$ cat config.mk
export PLATFORM = sky130hd
export DESIGN_NAME = regfile_mp_sb
export DESIGN_NICKNAME = d
export VERILOG_FILES = /design/src/rtl/regfile_pkg.sv /design/src/rtl/regfile_rdport.sv /design/src/rtl/regfile_mp_sb.sv
export SDC_FILE = /design/constraint.sdc
export NUM_CORES = 2
export LEC_CHECK = 0
export CELL_PAD_IN_SITES_DETAIL_PLACEMENT = 1
export CELL_PAD_IN_SITES_GLOBAL_PLACEMENT = 1
export CORE_MARGIN = 3
export CORE_UTILIZATION = 53
export DETAILED_ROUTE_END_ITERATION = 8
export HOLD_SLACK_MARGIN = 0.06
export PLACE_DENSITY_LB_ADDON = 0.15
export REMOVE_ABC_BUFFERS = 1
export SLEW_MARGIN = 20
export SYNTH_ARGS = -nofsm -noshare
export SYNTH_HDL_FRONTEND = slang
export SYNTH_SLANG_ARGS = --single-unit
$ cat constraint.sdc
create_clock -name clk -period 40.1 [get_ports clk]
set_input_delay 6.015 -clock clk [delete_from_list [all_inputs] [get_ports clk]]
set_output_delay 6.015 -clock clk [all_outputs]
set_load 0.005 [all_outputs]
$ cat src/rtl/regfile_pkg.sv
// Shared constants and helpers for the multi-port register file with scoreboard.
package regfile_pkg;

  localparam int unsigned XLEN_DEFAULT  = 32;
  localparam int unsigned NREGS_DEFAULT = 32;
  localparam int unsigned REG_ZERO      = 0;

  // Width needed to hold a count from 0 to n inclusive, never below 1 bit.
  function automatic int unsigned cnt_width(input int unsigned n);
    int unsigned w;
    w = $clog2(n + 1);
    return (w < 1) ? 1 : w;
  endfunction

endpackage

$ cat src/rtl/regfile_rdport.sv
// One combinational read port: zero-register override, writeback bypass, then array/busy lookup.
module regfile_rdport
  import regfile_pkg::*;
#(
  parameter int unsigned XLEN     = XLEN_DEFAULT,
  parameter int unsigned NREGS    = NREGS_DEFAULT,
  parameter int unsigned ZERO_REG = 1,
  localparam int unsigned AW      = $clog2(NREGS)
) (
  input  logic [AW-1:0]               addr,
  input  logic [NREGS-1:0][XLEN-1:0]  regs,
  input  logic [NREGS-1:0]            busy,
  input  logic                        wb_en,
  input  logic [AW-1:0]               wb_addr,
  input  logic [XLEN-1:0]             wb_data,
  output logic [XLEN-1:0]             data_c,
  output logic                        busy_c
);

  logic is_zero;

  assign is_zero = (ZERO_REG != 0) && (addr == AW'(REG_ZERO));

  always_comb begin
    data_c = regs[addr];
    busy_c = busy[addr];
    if (is_zero) begin
      data_c = '0;
      busy_c = 1'b0;
    end else if (wb_en && (wb_addr == addr)) begin
      // The producer completes this cycle, so the consumer sees the value and no hazard.
      data_c = wb_data;
      busy_c = 1'b0;
    end
  end

endmodule

$ cat src/rtl/regfile_mp_sb.sv
// Multi-read-port register file with same-cycle writeback bypass and a pending-write scoreboard.
module regfile_mp_sb
  import regfile_pkg::*;
#(
  parameter int unsigned XLEN     = XLEN_DEFAULT,
  parameter int unsigned NREGS    = NREGS_DEFAULT,
  parameter int unsigned NRD      = 2,
  parameter int unsigned ZERO_REG = 1,
  localparam int unsigned AW      = $clog2(NREGS),
  localparam int unsigned CW      = cnt_width(NREGS)
) (
  input  logic                 clk,
  input  logic                 rst,
  input  logic [NRD*AW-1:0]    rd_addr,
  output logic [NRD*XLEN-1:0]  rd_data,
  output logic [NRD-1:0]       rd_busy,
  input  logic                 wb_en,
  input  logic [AW-1:0]        wb_addr,
  input  logic [XLEN-1:0]      wb_data,
  input  logic                 alloc_en,
  input  logic [AW-1:0]        alloc_addr,
  output logic [CW-1:0]        busy_cnt
);

  logic [NREGS-1:0][XLEN-1:0] regs_q, regs_d;
  logic [NREGS-1:0]           busy_q, busy_d;
  logic [CW-1:0]              busy_cnt_q, busy_cnt_d;
  logic                       wb_ok, alloc_ok, wb_bypass_en;

  assign wb_ok    = wb_en    && !((ZERO_REG != 0) && (wb_addr    == AW'(REG_ZERO)));
  assign alloc_ok = alloc_en && !((ZERO_REG != 0) && (alloc_addr == AW'(REG_ZERO)));

  // Bypass is blocked during reset so reads show the cleared state only.
  assign wb_bypass_en = wb_en && !rst;

  // Next array/scoreboard state; alloc applied after wb so a same-address set wins.
  always_comb begin
    regs_d     = regs_q;
    busy_d     = busy_q;
    busy_cnt_d = '0;
    if (wb_ok) begin
      regs_d[wb_addr] = wb_data;
      busy_d[wb_addr] = 1'b0;
    end
    if (alloc_ok) begin
      busy_d[alloc_addr] = 1'b1;
    end
    for (int unsigned i = 0; i < NREGS; i++) begin
      busy_cnt_d = busy_cnt_d + CW'(busy_d[i]);
    end
  end

  always_ff @(posedge clk or posedge rst) begin
    if (rst) begin
      regs_q     <= '0;
      busy_q     <= '0;
      busy_cnt_q <= '0;
    end else begin
      regs_q     <= regs_d;
      busy_q     <= busy_d;
      busy_cnt_q <= busy_cnt_d;
    end
  end

  assign busy_cnt = busy_cnt_q;

  for (genvar p = 0; p < NRD; p++) begin : g_rd
    regfile_rdport #(
      .XLEN     (XLEN),
      .NREGS    (NREGS),
      .ZERO_REG (ZERO_REG)
    ) u_rdport (
      .addr    (rd_addr[p*AW +: AW]),
      .regs    (regs_q),
      .busy    (busy_q),
      .wb_en   (wb_bypass_en),
      .wb_addr (wb_addr),
      .wb_data (wb_data),
      .data_c  (rd_data[p*XLEN +: XLEN]),
      .busy_c  (rd_busy[p])
    );
  end

endmodule
Yosys cells after proc, flatten, opt, wreduce, memory -nomap -nowiden

Index checks and enable logic that the tools add are counted.

Bitwise gates (word level): 3
$add $sub $neg: 31
Equality and inequality tests: 2
Reductions and logical operators: 14
Magnitude comparators: 6
Mux-type cells: 25

Operators by type and width:

| kind                 | number |
|---|---|
| $bwmux W1024         | 1 |
| $bmux W32 S5         | 2 |
| $mux W32             | 9 |
| $demux W32 S5        | 1 |
| $add A6 B1 Y6        | 26 |
| $and A32 B32 Y32     | 1 |
| $not A32 Y32         | 1 |
| $or A32 B32 Y32      | 1 |
| $lt A5 B6 Y1 const B | 4 |
| $logic_not A5 Y1     | 4 |
| $bmux W1 S5          | 2 |
| $demux W1 S5         | 2 |
| $eq A5 B5 Y1         | 2 |
| $ge A5 B1 Y1 const B | 2 |
| $mux W1              | 8 |
| $logic_and A1 B1 Y1  | 7 |
| $add A5 B1 Y6        | 1 |
| $add A4 B1 Y5        | 1 |
| $add A3 B1 Y4        | 1 |
| $add A2 B1 Y3        | 1 |
| $logic_not A1 Y1     | 3 |
| $add A1 B1 Y2        | 1 |

Logic and storage cells: 115
Output and inout port bits: 72
Register bits: 1062
Input port bits: 56

Logic depth before layout (Yosys ltp)

Word-level depth: 40
Mapped depth: 23
Gate-level depth less buffers: 21

Modules after synthesis

From an unflattened synthesis, not the netlist that was laid out.

Cell total of the unflattened synthesis: 4090
Area total of the unflattened synthesis: 58930.3 sq um

By module, submodules not included:

| module         | cells each | sequential area each (sq um) | area each (sq um) | instances |
|---|---|---|---|---|
| regfile_mp_sb  | 2490       | 26575.5                      | 40940.5           | 1 |
| regfile_rdport | 800        | 0.0                          | 8994.9            | 2 |

Worst setup path before layout

Ideal clock, no wire load.

Path kind: input-to-output
Start point: input rd_addr[5]
End point: output rd_data[41]
Stages: 7
Buffers on the path: 3
Path slack: 26404 ps
Data required time: 34085 ps
Arrival: 7681 ps
Cell sequence: buf_6 -> buf_6 -> buf_2 -> mux4_2 -> a22oi_1 -> nand4_1 -> a32o_1

Cells in the longest elaborated chain, start to end: 4
Elaborated cells on any way between the ends: 7
Classes of those cells: 1 x eq/ne; 4 x mux; 2 x reduce/logical

RTL lines:

| item                                                                  | RTL line                                   | source |
|---|---|---|
| start: declaration                                                    | regfile_mp_sb.sv:14                        | `input logic [NRD*AW-1:0] rd_addr,` |
| $bmux W32 S5 or $eq A5 B5 Y1 (tied branches)                          | regfile_rdport.sv:25, regfile_rdport.sv:30 |  |
| $mux W32 (not written as such) or $logic_and A1 B1 Y1 (tied branches) | regfile_rdport.sv:25, regfile_rdport.sv:30 |  |
| $mux W32                                                              | regfile_rdport.sv:30                       | `end else if (wb_en && (wb_addr == addr)) begin` |
| $mux W32 *                                                            | regfile_rdport.sv:27                       | `if (is_zero) begin` |
| end: declaration                                                      | regfile_mp_sb.sv:15                        | `output logic [NRD*XLEN-1:0] rd_data,` |

Mark *: on every way between the ends. The rest lies on a longest branch, timed or not. The select of a mux whose other input is x is not followed.

Final worst setup path

Start point: input rd_addr[5]
End point: output rd_data[33]

The elaborated chain is that of the path after synthesis.

==> run metrics <==
routed via count=38940; Req. time, crit path=34.08 ns; H-Tree Depth=3; Final Net Count=4106; cts bufs inserted=117; Worst R2R Start=busy_q[15]; CTS tree=done; final hold vios=0; post-layout util=59.33%; vias in the first global route=41980; Clock Latency Late Sink=0.73 ns; Yosys warnings=0; # rows=120; Post-CTS Setup Inserts=0; Placer Congestion=0.8073; status=finished, final reports clean; Slowest-stage cell, CP=buf_4; Power Total=3.577 mW; final setup violation count=0; I/O pin total=128; Synth Register Bits=1062; cell count along the critical path=10; Max Freq=59.99 MHz; Core Region=107500 um2; Chip Height=335.6 um; crit-path cells=buf_8, buf_4, buf_4, buf_4, mux4_2, a22o_1, a211oi_1, a21oi_1, a22o_1, clkdlybuf4s50_1; Initial Util=53.57%; worst setup margin=23.43 ns; Critical Path Source Type=input pin; Finished Cell Area=63780 um2; Area growth syn-to-layout=10.76%; Worst Hold Class=flop to flop; initial antenna violation count=6; Slowest Stage Delay on Critical Path=0.83 ns; DR pass1 iterations=8; Post-synth EDFFs=0; Unique masters post-synth=65; Root Buffer=clkbuf_16; final critical-path share of the clock period=41.57%; Leak=27.99 nW; Mapped Area=57590 um2; pre-CTS setup slack=23.33 ns; worst hold start=regs_q[9]; Peak VDD IR=0.2401 mV; hold path depth=0; die area=112600 um2; Routed Antenna Nets=0; main flop type after synthesis=dfrtp_1; Placed Instances=5300; Detailed Place HPWL=107600 um; critical path fanouts, max=48; Buf/Inv on CP=5; Filler Cell Count=9949; WS Path Type=input pin to primary output; Min Hold Slack=0.3942 ns; Vias/cell=7.048; minimum clock period=16.67 ns; Post-CTS Resized=0; Worst setup EP type=primary output; clock sink total=1062; # DRC=0; MaxCap Viol Count=0; Max Root-Sink Buffers=3; Detailed Route WL=197800 um; first-pass GRT wire length=291700 um; Die W=335.6 um; Setup TNS=0 ns; DRT iter0 DRCs=3782; Total Routing Usage GR=35.49%; Cell Pwr Density=56.08 nW/um2; Slew Viols, Final=0; Rel. slew slack=21.46%; Worst EP arrival=10.66 ns; number of cells on the worst reg-to-reg path=17; largest net degree at the start of global routing=143; delay-heaviest family, CP=buffers and inverters; crit path launch=rd_addr[5]; sequential area share after synthesis=46.15%; share of layout cells above drive strength 1=43.48%; Area after DPL=59640 um2; Syn Inst Count=4105; # port buffers=127; pin slew with the least headroom to its limit=1.178 ns; grt ovf=0; most frequent CP cell=buf_4; Synth Area per Inst=14.03 um2; WL/cell=35.79 um; Finished Layout Cells=5525; Hold Buf Count CTS=0; CTS clk-pin slew, worst paths=0.06 ns; asr flop ratio synth=100.0%; RSZ-0062 raised after global routing=no; clock skew=0.003955 ns
==> placed cells by master, fill, tap and decap left out, types with 15 or more instances in the layout <==
cell type	n
nand3_1	20
mux2i_1	173
nor2_1	47
mux2_2	969
o21ai_0	36
clkdlybuf4s50_1	114
clkbuf_8	32
inv_1	49
a22o_1	61
a22oi_1	67
o22ai_1	89
o221ai_1	17
buf_4	112
clkbuf_16	117
nand2_2	15
dfrtp_1	1062
a211oi_1	43
fa_1	24
nor3_1	32
a32o_1	21
a21oi_1	28
nand2b_1	15
mux4_2	434
clkbuf_1	21
clkinv_2	25
nand2_1	257
a221oi_1	20
==> synth_stat cells (12+ instances only) <==
cell type  count  area share (%)
fa_1          24            0.83
o221ai_1      17            0.26
xnor2_1       13            0.20
clkbuf_1     228             1.5
a22oi_1       67            0.87
o22ai_1       89            0.97
nor2_1        59            0.38
o311ai_0      12            0.18
inv_1         51            0.33
buf_1         77            0.50
a22o_1        61            0.93
nand2_1      281             1.8
nor2b_1       17            0.18
nand2b_1      15            0.16
a21oi_1       28            0.24
nand3_1       20            0.17
buf_4         35            0.46
a32o_1        21            0.37
o21ai_0       37            0.32
buf_2         86            0.75
buf_6         19            0.37
dfrtp_1     1062              46
nor3_1        33            0.29
a221oi_1      20            0.30
mux2i_1      173             3.0
a211oi_1      43            0.56
mux2_2       969              19
mux4_2       434              17
==> routing by layer <==
metal	track usage, %	wire length, um	vias up
li1	-	-	15500
met1	48.74	80220	21210
met2	55.81	92220	1702
met3	7.145	15830	523
met4	14.37	9464	4
met5	0	23	-
==> final timing paths <==
| path | end | slack (ns) |
|---|---|---|
| setup / recovery | rd_data[33] | 23.43 |
| hold / removal | regs_q[9] | 0.39 |
| setup reg to reg | busy_cnt[4] | 35.06 |
| hold reg to reg | regs_q[9] | 0.39 |
| max in group asynchronous | regs_q[515] | 30.42 |
| min in group asynchronous | regs_q[720] | 5.87 |
==> worst reg2reg max path, cell delays in order, from the launching register on <==
cell	delay, ns
dfrtp_1	0.39
o21ai_0	0.07
o21ai_0	0.19
fa_1	0.57
fa_1	0.52
inv_1	0.05
fa_1	0.58
fa_1	0.46
fa_1	0.52
fa_1	0.42
inv_1	0.08
ha_1	0.17
inv_1	0.06
fa_1	0.45
inv_1	0.07
a21o_1	0.12
a21oi_1	0.08
xnor2_1	0.13
==> power breakdown <==
part           switching [mW]  internal (mW)  total (mW)
Clock                   0.473          0.673        1.15
Sequential              0.158           1.29        1.44
Combinational           0.449          0.538       0.987
Total                    1.08           2.50        3.58
==> final cells by class <==
cell class              count  area (um2)  share of cell area (%)
well taps                1403        1755                   2.752
diodes                      3       7.507                 0.01177
flip-flops and latches   1062       26580                   41.67
repair buffers            244        2225                   3.488
multi-input cells        2542       28940                   45.37
inverters                  52       203.9                  0.3197
clock buffers             170        3447                   5.404
clock inverters            49       630.6                  0.9887
==> flip-flops by register name, indices dropped and copies added (netlist names) <==
| signal | count |
|---|---|
| regs_q | 1024 |
| busy_q | 32 |
| busy_cnt | 6 |
==> logic make-up (layout without fill, tap and decap cells) <==
family,after synthesis,in the layout,synth area share [%]
adders and majority gates,31,31,0.9864
muxes,1585,1585,39.34
AOI/OAI and AO/OA,436,436,5.649
DFF,1062,1062,46.15
buffers and inverters,501,515,4.015
and+or+nand+nor,477,477,3.661
xor gates and xnor gates,13,13,0.1977
other,0,3,0
No activity file was read; power rests on OpenSTA's default activity.
